--- src/rtl/dom_mask_prng_pkg.sv ---
// Shared definitions for the fresh-mask PRNG: xorshift32 step, zero-seed
// substitute, FSM encoding and the randomness width helpers.
package dom_mask_prng_pkg;

  // Substituted for an all-zero seed word, since xorshift32 is stuck at zero.
  localparam logic [31:0] ZERO_SEED_SUB = 32'h6A09E667;

  typedef enum logic [1:0] {
    UNSEEDED = 2'd0,
    SEEDING  = 2'd1,
    WARMUP   = 2'd2,
    RUN      = 2'd3
  } prngState_t;

  function automatic logic [31:0] xorshift32Step(input logic [31:0] x);
    logic [31:0] t;
    t = x ^ (x << 13);
    t = t ^ (t >> 17);
    t = t ^ (t << 5);
    return t;
  endfunction

  function automatic int rndWidth(input int shares, input int blindW);
    return 3 * shares * (shares - 1) + blindW;
  endfunction

  function automatic int laneCount(input int rndW);
    return (rndW + 31) / 32;
  endfunction

endpackage

--- src/rtl/dom_mask_prng_xorshift32_lane.sv ---
// One 32-bit xorshift32 lane; only the low OUT_W bits are exposed to the top.
module xorshift32_lane
  import dom_mask_prng_pkg::*;
#(
  parameter int OUT_W = 32
) (
  input  logic             ClkxCI,
  input  logic             RstxBI,
  input  logic             clearxSI,
  input  logic             loadxSI,
  input  logic [31:0]      loadValxDI,
  input  logic             stepxSI,
  output logic [OUT_W-1:0] valuexDO
);

  logic [31:0] laneState;

  // Clear wins over load, load wins over step.
  always_ff @(posedge ClkxCI or negedge RstxBI) begin
    if (!RstxBI) begin
      laneState <= '0;
    end else if (clearxSI) begin
      laneState <= '0;
    end else if (loadxSI) begin
      laneState <= loadValxDI;
    end else if (stepxSI) begin
      laneState <= xorshift32Step(laneState);
    end
  end

  assign valuexDO = laneState[OUT_W-1:0];

endmodule

--- src/rtl/dom_mask_prng.sv ---
// Fresh-randomness source for the masked S-box: seeded xorshift32 lanes split
// into the _Zmul1/2/3 remask buses and the _Bmul blinding bus.
module dom_mask_prng
  import dom_mask_prng_pkg::*;
#(
  parameter int SHARES       = 2,
  parameter int BLIND_W      = 6,
  parameter int WARMUP_STEPS = 16
) (
  input  logic                         ClkxCI,
  input  logic                         RstxBI,
  input  logic [31:0]                  SeedxDI,
  input  logic                         SeedValidxSI,
  output logic                         SeedReadyxSO,
  input  logic                         ReseedxSI,
  input  logic                         EnxSI,
  output logic                         RndValidxSO,
  output logic [SHARES*(SHARES-1)-1:0] _Zmul1xDO,
  output logic [SHARES*(SHARES-1)-1:0] _Zmul2xDO,
  output logic [SHARES*(SHARES-1)-1:0] _Zmul3xDO,
  output logic [BLIND_W-1:0]           _BmulxDO
);

  localparam int ZW    = SHARES * (SHARES - 1);
  localparam int RND_W = rndWidth(SHARES, BLIND_W);
  localparam int NLANE = laneCount(RND_W);
  localparam int IDX_W = (NLANE > 1) ? $clog2(NLANE) : 1;
  localparam logic [IDX_W-1:0] LAST_IDX  = IDX_W'(NLANE - 1);
  localparam logic [7:0]       WARM_LAST = 8'((WARMUP_STEPS > 0) ? WARMUP_STEPS - 1 : 0);

  prngState_t       state, stateNext;
  logic [IDX_W-1:0] loadIdx, loadIdxNext;
  logic [7:0]       warmCnt, warmCntNext;

  logic             seedAccept;
  logic             laneStep;
  logic [31:0]      loadWord;
  logic             rndValid;
  logic [RND_W-1:0] rndBits;
  logic [RND_W-1:0] rndOut;

  assign SeedReadyxSO = (state == UNSEEDED) || (state == SEEDING);
  assign seedAccept   = SeedValidxSI && SeedReadyxSO && !ReseedxSI;
  assign laneStep     = !ReseedxSI && ((state == WARMUP) || ((state == RUN) && EnxSI));
  assign loadWord     = (SeedxDI == 32'd0) ? ZERO_SEED_SUB : SeedxDI;

  always_ff @(posedge ClkxCI or negedge RstxBI) begin
    if (!RstxBI) begin
      state   <= UNSEEDED;
      loadIdx <= '0;
      warmCnt <= '0;
    end else begin
      state   <= stateNext;
      loadIdx <= loadIdxNext;
      warmCnt <= warmCntNext;
    end
  end

  always_comb begin
    stateNext   = state;
    loadIdxNext = loadIdx;
    warmCntNext = warmCnt;
    if (ReseedxSI) begin
      stateNext   = UNSEEDED;
      loadIdxNext = '0;
      warmCntNext = '0;
    end else begin
      unique case (state)
        UNSEEDED, SEEDING: begin
          if (seedAccept) begin
            if (loadIdx == LAST_IDX) begin
              stateNext   = (WARMUP_STEPS == 0) ? RUN : WARMUP;
              loadIdxNext = '0;
            end else begin
              stateNext   = SEEDING;
              loadIdxNext = loadIdx + 1'b1;
            end
          end
        end
        WARMUP: begin
          if (warmCnt == WARM_LAST) begin
            stateNext   = RUN;
            warmCntNext = '0;
          end else begin
            warmCntNext = warmCnt + 8'd1;
          end
        end
        RUN: begin
          stateNext = RUN;
        end
        default: begin
          stateNext = UNSEEDED;
        end
      endcase
    end
  end

  // Each lane contributes only the bits that land inside the RND_W vector.
  for (genvar i = 0; i < NLANE; i++) begin : genLane
    localparam int LANE_OUT_W = ((RND_W - i * 32) >= 32) ? 32 : (RND_W - i * 32);

    logic [LANE_OUT_W-1:0] laneValue;

    xorshift32_lane #(
      .OUT_W(LANE_OUT_W)
    ) uLane (
      .ClkxCI    (ClkxCI),
      .RstxBI    (RstxBI),
      .clearxSI  (ReseedxSI),
      .loadxSI   (seedAccept && (loadIdx == IDX_W'(i))),
      .loadValxDI(loadWord),
      .stepxSI   (laneStep),
      .valuexDO  (laneValue)
    );

    assign rndBits[i*32 +: LANE_OUT_W] = laneValue;
  end

  assign rndValid    = (state == RUN);
  assign RndValidxSO = rndValid;
  assign rndOut      = rndValid ? rndBits : '0;

  assign _Zmul1xDO = rndOut[ZW-1:0];
  assign _Zmul2xDO = rndOut[2*ZW-1:ZW];
  assign _Zmul3xDO = rndOut[3*ZW-1:2*ZW];
  assign _BmulxDO  = rndOut[RND_W-1:3*ZW];

endmodule

--- config.mk ---
export PLATFORM = sky130hd
export DESIGN_NAME = dom_mask_prng
export DESIGN_NICKNAME = d
export VERILOG_FILES = /design/src/rtl/dom_mask_prng_pkg.sv /design/src/rtl/dom_mask_prng_xorshift32_lane.sv /design/src/rtl/dom_mask_prng.sv
export SDC_FILE = /design/constraint.sdc
export NUM_CORES = 1
export LEC_CHECK = 0
export ABC_AREA = 1
export BUFFER_PORTS_ARGS = -buffer_cell sky130_fd_sc_hd__buf_2
export CELL_PAD_IN_SITES_DETAIL_PLACEMENT = 0
export CELL_PAD_IN_SITES_GLOBAL_PLACEMENT = 2
export CORE_MARGIN = 1
export CORE_UTILIZATION = 34
export CTS_BUF_LIST = sky130_fd_sc_hd__clkbuf_2 sky130_fd_sc_hd__clkbuf_4 sky130_fd_sc_hd__clkbuf_8
export CTS_CLUSTER_SIZE = 40
export DETAILED_ROUTE_END_ITERATION = 7
export PLACE_DENSITY = 0.86
export REMOVE_ABC_BUFFERS = 1
export SYNTH_ARGS = -nofsm -noshare
export SYNTH_HDL_FRONTEND = slang
export SYNTH_SLANG_ARGS = --single-unit
--- constraint.sdc ---
create_clock -name ClkxCI -period 2.69 [get_ports ClkxCI]
set_input_delay 0.1345 -clock ClkxCI [delete_from_list [all_inputs] [get_ports ClkxCI]]
set_output_delay 0.1345 -clock ClkxCI [all_outputs]
set_load 0.05 [all_outputs]
After elaboration in Yosys (flattened, before gate mapping)

Cells that the tools add are included.

Register bits after elaboration: 43
Input bits: 37
Output and inout bits: 14

$add $sub $neg: 2
Bitwise operators: 4
Muxes and demuxes: 17
Equal/unequal tests: 6
Reduce and logical (&&, ||, !) cells: 17

Operators by type and width:

| operator            | count |
|---|---|
| $mux 32             | 4 |
| $xor 32x32->32      | 2 |
| $logic_not 32->1    | 1 |
| $xor 32x15->32      | 1 |
| $mux 8              | 3 |
| $mux 12             | 1 |
| $add 8x1->8 const B | 1 |
| $eq 8x4->1 const B  | 1 |
| $mux 2              | 4 |
| $pmux 2 s3          | 1 |
| $reduce_bool 2->1   | 3 |
| $logic_and 1x1->1   | 5 |
| $eq 2x2->1 const B  | 2 |
| $mux 1              | 4 |
| $reduce_and 2->1    | 2 |
| $ne 3x2->1 const B  | 1 |
| $ne 3x3->1 const B  | 1 |
| $reduce_bool 3->1   | 1 |
| $eq 2x1->1 const B  | 1 |
| $logic_not 2->1     | 1 |
| $logic_or 1x1->1    | 2 |
| $reduce_or 2->1     | 1 |
| $add 1x1->1 const B | 1 |
| $logic_not 1->1     | 1 |
| $not 1->1           | 1 |

Logic depth before layout (Yosys ltp)

Depth after elaboration: 7
Depth in mapped cells: 12
Gate-level depth less buffers: 11

By module

Synthesis repeated with hierarchy kept, for this count alone.

Cell total of the unflattened synthesis: 611
Area total of the unflattened synthesis: 3684.8 um^2

Modules (own cells, without submodules):

| module          | cells an instance | times used | area an instance (um^2) |
|---|---|---|---|
| xorshift32_lane | 440               | 1          | 2660.1 |
| dom_mask_prng   | 171               | 1          | 1024.7 |

Worst setup path after synthesis

No wires, ideal clock.

Kind: register -> register
Start point: register state[1]
End point: register genLane[0].uLane.laneState[10]
Setup slack: 1.019 ns
Stages on the path, launching flop included: 9
Data arrival time: 1.553 ns
Path through: dfrtp_1 inv_1 nand3_4 buf_6 buf_4 nor2_1 o21ai_0 nand3_1 nand2_1

Cells in the longest elaborated chain, start to end: 7
Elaborated cells on any way between the ends: 14
Those cells by class: 3 x eq/ne; 2 x mux; 9 x reduce/logical

RTL lines:

| element                                       | line                                | text |
|---|---|---|
| from (decl)                                   | dom_mask_prng.sv:31                 | `prngState_t state, stateNext;` |
| from (signal assigned)                        | dom_mask_prng.sv:53                 | `state <= stateNext;` |
| $eq 2x1->1 or $logic_not 2->1 (tied branches) | dom_mask_prng.sv:42                 | `assign SeedReadyxSO = (state == UNSEEDED) \|\| (state == SEEDING);` |
| $logic_or 1x1->1 (*)                          | dom_mask_prng.sv:42                 |  |
| named net SeedReadyxSO                        | dom_mask_prng.sv:14                 | `output logic SeedReadyxSO,` |
| $logic_and 1x1->1 (*) (2 in series)           | dom_mask_prng.sv:43                 | `assign seedAccept = SeedValidxSI && SeedReadyxSO && !ReseedxSI;` |
| $logic_and 1x1->1 (*)                         | dom_mask_prng.sv:110                | `.loadxSI (seedAccept && (loadIdx == IDX_W'(i))),` |
| $mux 32                                       | dom_mask_prng_xorshift32_lane.sv:24 | `end else if (loadxSI) begin` |
| $mux 32                                       | dom_mask_prng_xorshift32_lane.sv:22 | `end else if (clearxSI) begin` |
| to (signal assigned)                          | dom_mask_prng_xorshift32_lane.sv:25 | `laneState <= loadValxDI;` |
| to (signal assigned)                          | dom_mask_prng_xorshift32_lane.sv:27 | `laneState <= xorshift32Step(laneState);` |
| to (decl)                                     | dom_mask_prng_xorshift32_lane.sv:16 | `logic [31:0] laneState;` |

The timed path passes the listed nets; every way through them passes the cells marked *.
A chain may end at the register's enable or synchronous reset.

Worst setup path after layout

Start point: register state[1]
End point: register genLane[0].uLane.laneState[0]

Cells in the longest elaborated chain, start to end: 7
Elaborated cells on any way between the ends: 14
Those cells by class: 3 x eq/ne; 2 x mux; 9 x reduce/logical

RTL lines:

| element                                       | line |
|---|---|
| $eq 2x1->1 or $logic_not 2->1 (tied branches) | dom_mask_prng.sv:42 |
| $logic_or 1x1->1                              | dom_mask_prng.sv:42 |
| $logic_and 1x1->1 (2 in series)               | dom_mask_prng.sv:43 |
| $logic_and 1x1->1                             | dom_mask_prng.sv:110 |
| $mux 32                                       | dom_mask_prng_xorshift32_lane.sv:24 |
| $mux 32                                       | dom_mask_prng_xorshift32_lane.sv:22 |

Several ways; a longest one is shown, not always the timed one.

==> results_dict.tcl <==
set metrics [dict create \
    fp.coreArea_sq_mm 0.00973 \
    p_sw_frac 0.531 \
    firstDrtPassIters 5 \
    vias 3629 \
    cts_buffers 5 \
    slew_violations 0 \
    fmax_mhz 511 \
    pwr-share-seq 0.283 \
    outcome "completed" \
    finalCritPeriodShare 0.727 \
    reg2regPathDepth 9 \
    cts_setup_buffers 0 \
    io_buffer_count 50 \
    clock-sinks 42 \
    powerDensity_mw_per_mm2 1040 \
    rows 36 \
    synthFlopType "dfrtp_1" \
    avgSynthCellArea_sq_um 6.09 \
    ys_types 30 \
    grtUsageTotal 0.229 \
    io_pins 51 \
    wl_um 11100 \
    cp-end-kind "flop" \
    slew_headroom 0.285 \
    ctsResizeCount 0 \
    r2r_slack_ns 0.73 \
    n_antenna_cell 0 \
    synth_cells 560 \
    grt.overflow.total 0 \
    worst_slew_pin_slew_ns 1.07 \
    hold_path.class "in2async" \
    vdd_drop_max_uv 409 \
    routabilityCongestion 0.816 \
    die_area_sq_mm 0.0104 \
    drt_iter0_drc 211 \
    clock_path_buffers 2 \
    place_inst 733 \
    fin_nets 645 \
    async_reset_ff_frac 1.00 \
    fill_cells 1146 \
    cts_tree "built" \
    start_util 0.351 \
    placed_cell_area_sq_mm 0.00376 \
    finalNonFillerCells 741 \
    setup_viol 0 \
    wl_per_cell_um 15.0 \
    drive_gt1_frac 0.138 \
    synth_top_area_share 0.308 \
    p_int_uw 1870 \
    dieHeight_um 102 \
    power.net_switching_uw 2120 \
    cts-root-buf "clkbuf_8" \
    critPathArrivalTime_ns 2.21 \
    ys_seq_area_frac 0.308 \
    rsz0062_at_grt "false" \
    clkPwrFrac 0.117 \
    hold_violations 0 \
    skew_ns 0.00585 \
    ant_nets 0 \
    multi_input_area_sq_mm 0.00205 \
    drt-vias-per-instance 4.90 \
    power_uw 3990 \
    holdBufCountCts 0 \
    clk_pin_slew_worst_paths_ns 0.09 \
    crit_fanout 27 \
    yosysTopAreaCell "dfrtp_1" \
    dp_hpwl_um 8400 \
    maxCapViolations 0 \
    synth_edf_count 0 \
    yosysWarnings 0 \
    antenna_found_initial 0 \
    r2r_end "genLane[0].uLane.laneState[0]$_DFFE_PN0P_" \
    regArea_sq_mm 0.00105 \
    ys_ff_latch 42 \
    grt_pass1_wl_um 17800 \
    critPathLaunchType "flop" \
    synthTopCellsByArea "dfrtp_1 (31%), nand2_1 (24%), nand3_1 (11%), nor2_1 (7.5%), inv_1 (5.7%)" \
    clk_latency_ns 0.31 \
    grt_max_degree 43 \
    fin_setup_tns_ns 0 \
    area_growth_pct 12.9 \
    grt_pass1_vias 3310 \
    cp.required_ns 2.94 \
    h-tree-depth 2 \
    crit_type "reg2reg" \
    design_area_sq_mm 0.00385 \
    total_leakage_power_uw 0.00210 \
    r2r_start "state[1]$_DFFE_PN0P_" \
    remaining_drc_errors 0 \
    syn_area_sq_mm 0.00341 \
    die_w_um 102 \
    period_needed_ns 1.96 \
    power_frac_comb 0.600 \
]
==> Yosys cell counts (5+ instances only) <==
library cell and n:
xnor2_1 6, nand3_1 75, xor2_1 8, a21oi_1 9
inv_1 52, o21ai_0 31, nand2_1 219, buf_4 6
dfrtp_1 42, nor2_1 68, nand2_2 6, o21ai_1 5
==> critical path, stage by stage, from the launching register on <==
cell,delay (ns)
dfrtp_1,0.44
inv_1,0.13
nand3_4,0.32
nand2_8,0.24
nand2_8,0.11
inv_4,0.27
o21ai_0,0.15
inv_1,0.07
nand2_1,0.06
nand2_1,0.06
==> registers in the layout (all words and copies together) (netlist names) <==
signal and count:
state 2, warmCnt 8, genLane.uLane.laneState 32
==> power by group through the flow <==
stage	combinational [uW]	sequential, uW	clock, uW
after floorplan	1820	1060	0
after global placement	2350	1130	0
after detailed placement	2390	1140	0
after CTS	2390	1130	479
after global routing	2750	1170	506
final	2390	1130	465
==> cells in the final DEF, fill, tap and decap left out, types with 3 or more instances in the layout <==
cell | synthesis | final
nand2_1 | 219 | 219
nand3_1 | 75 | 75
nor2_1 | 68 | 68
inv_1 | 52 | 52
buf_2 | 2 | 50
dfrtp_1 | 42 | 42
o21ai_0 | 31 | 31
a21oi_1 | 9 | 9
xor2_1 | 8 | 8
nand2_2 | 6 | 6
xnor2_1 | 6 | 6
clkbuf_8 | 0 | 6
o21ai_1 | 5 | 5
o211ai_2 | 3 | 3
inv_2 | 3 | 3
nor3_1 | 3 | 3
o22ai_1 | 3 | 3
or2_2 | 3 | 3
==> worst max-delay path by stage <==
stage	end	slack [ns]	start	cells after the start
6_report	genLane[0].uLane.laneState[0]$_DFFE_PN0P_	0.73	state[1]$_DFFE_PN0P_	9
5_1_grt	genLane[0].uLane.laneState[1]$_DFFE_PN0P_	0.52	state[1]$_DFFE_PN0P_	9
4_1_cts	genLane[0].uLane.laneState[0]$_DFFE_PN0P_	0.72	state[1]$_DFFE_PN0P_	9
3_5_place_dp	genLane[0].uLane.laneState[0]$_DFFE_PN0P_	0.75	state[1]$_DFFE_PN0P_	9
3_3_place_gp	genLane[0].uLane.laneState[0]$_DFFE_PN0P_	0.77	state[1]$_DFFE_PN0P_	9
2_1_floorplan	genLane[0].uLane.laneState[0]$_DFFE_PN0P_	0.58	state[1]$_DFFE_PN0P_	9
==> layer usage <==
metal | global-route usage | routed length [um]
met1 | 0.342 | 5670
met5 | 0 | 0
met3 | 0.0294 | 493
met2 | 0.349 | 4860
met4 | 0.0516 | 112
==> area by class of cell <==
| cell class | count | area share |
|---|---|---|
| well taps | 133 | 0.0432 |
| clock inverters | 1 | 0.00130 |
| flip-flops and latches | 42 | 0.273 |
| inverters | 57 | 0.0569 |
| multi-input cells | 449 | 0.533 |
| repair buffers | 52 | 0.0689 |
| clock buffers | 7 | 0.0234 |
==> metrics by stage <==
stage | hold WS (ns) | worst slack (ns) | util
floorplan | -0.161 | 0.576 | -
global placement | 0.384 | 0.768 | 0.386
detailed placement | 0.391 | 0.745 | 0.386
CTS | 0.0474 | 0.716 | 0.396
global route | 0.0867 | 0.517 | 0.396
finish | 0.0159 | 0.734 | 0.396
==> cell families after synthesis <==
logic type | count (synthesis) | share of synthesized area
AO/OA/AOI/OAI | 53 | 0.0873
buffers and inverters | 69 | 0.0895
adder cells (fa/ha/maj) | 1 | 0.00367
AND/OR/NAND/NOR | 381 | 0.475
XOR/XNOR | 14 | 0.0360
flip-flops | 42 | 0.308
No activity file was read; power rests on OpenSTA's default activity.
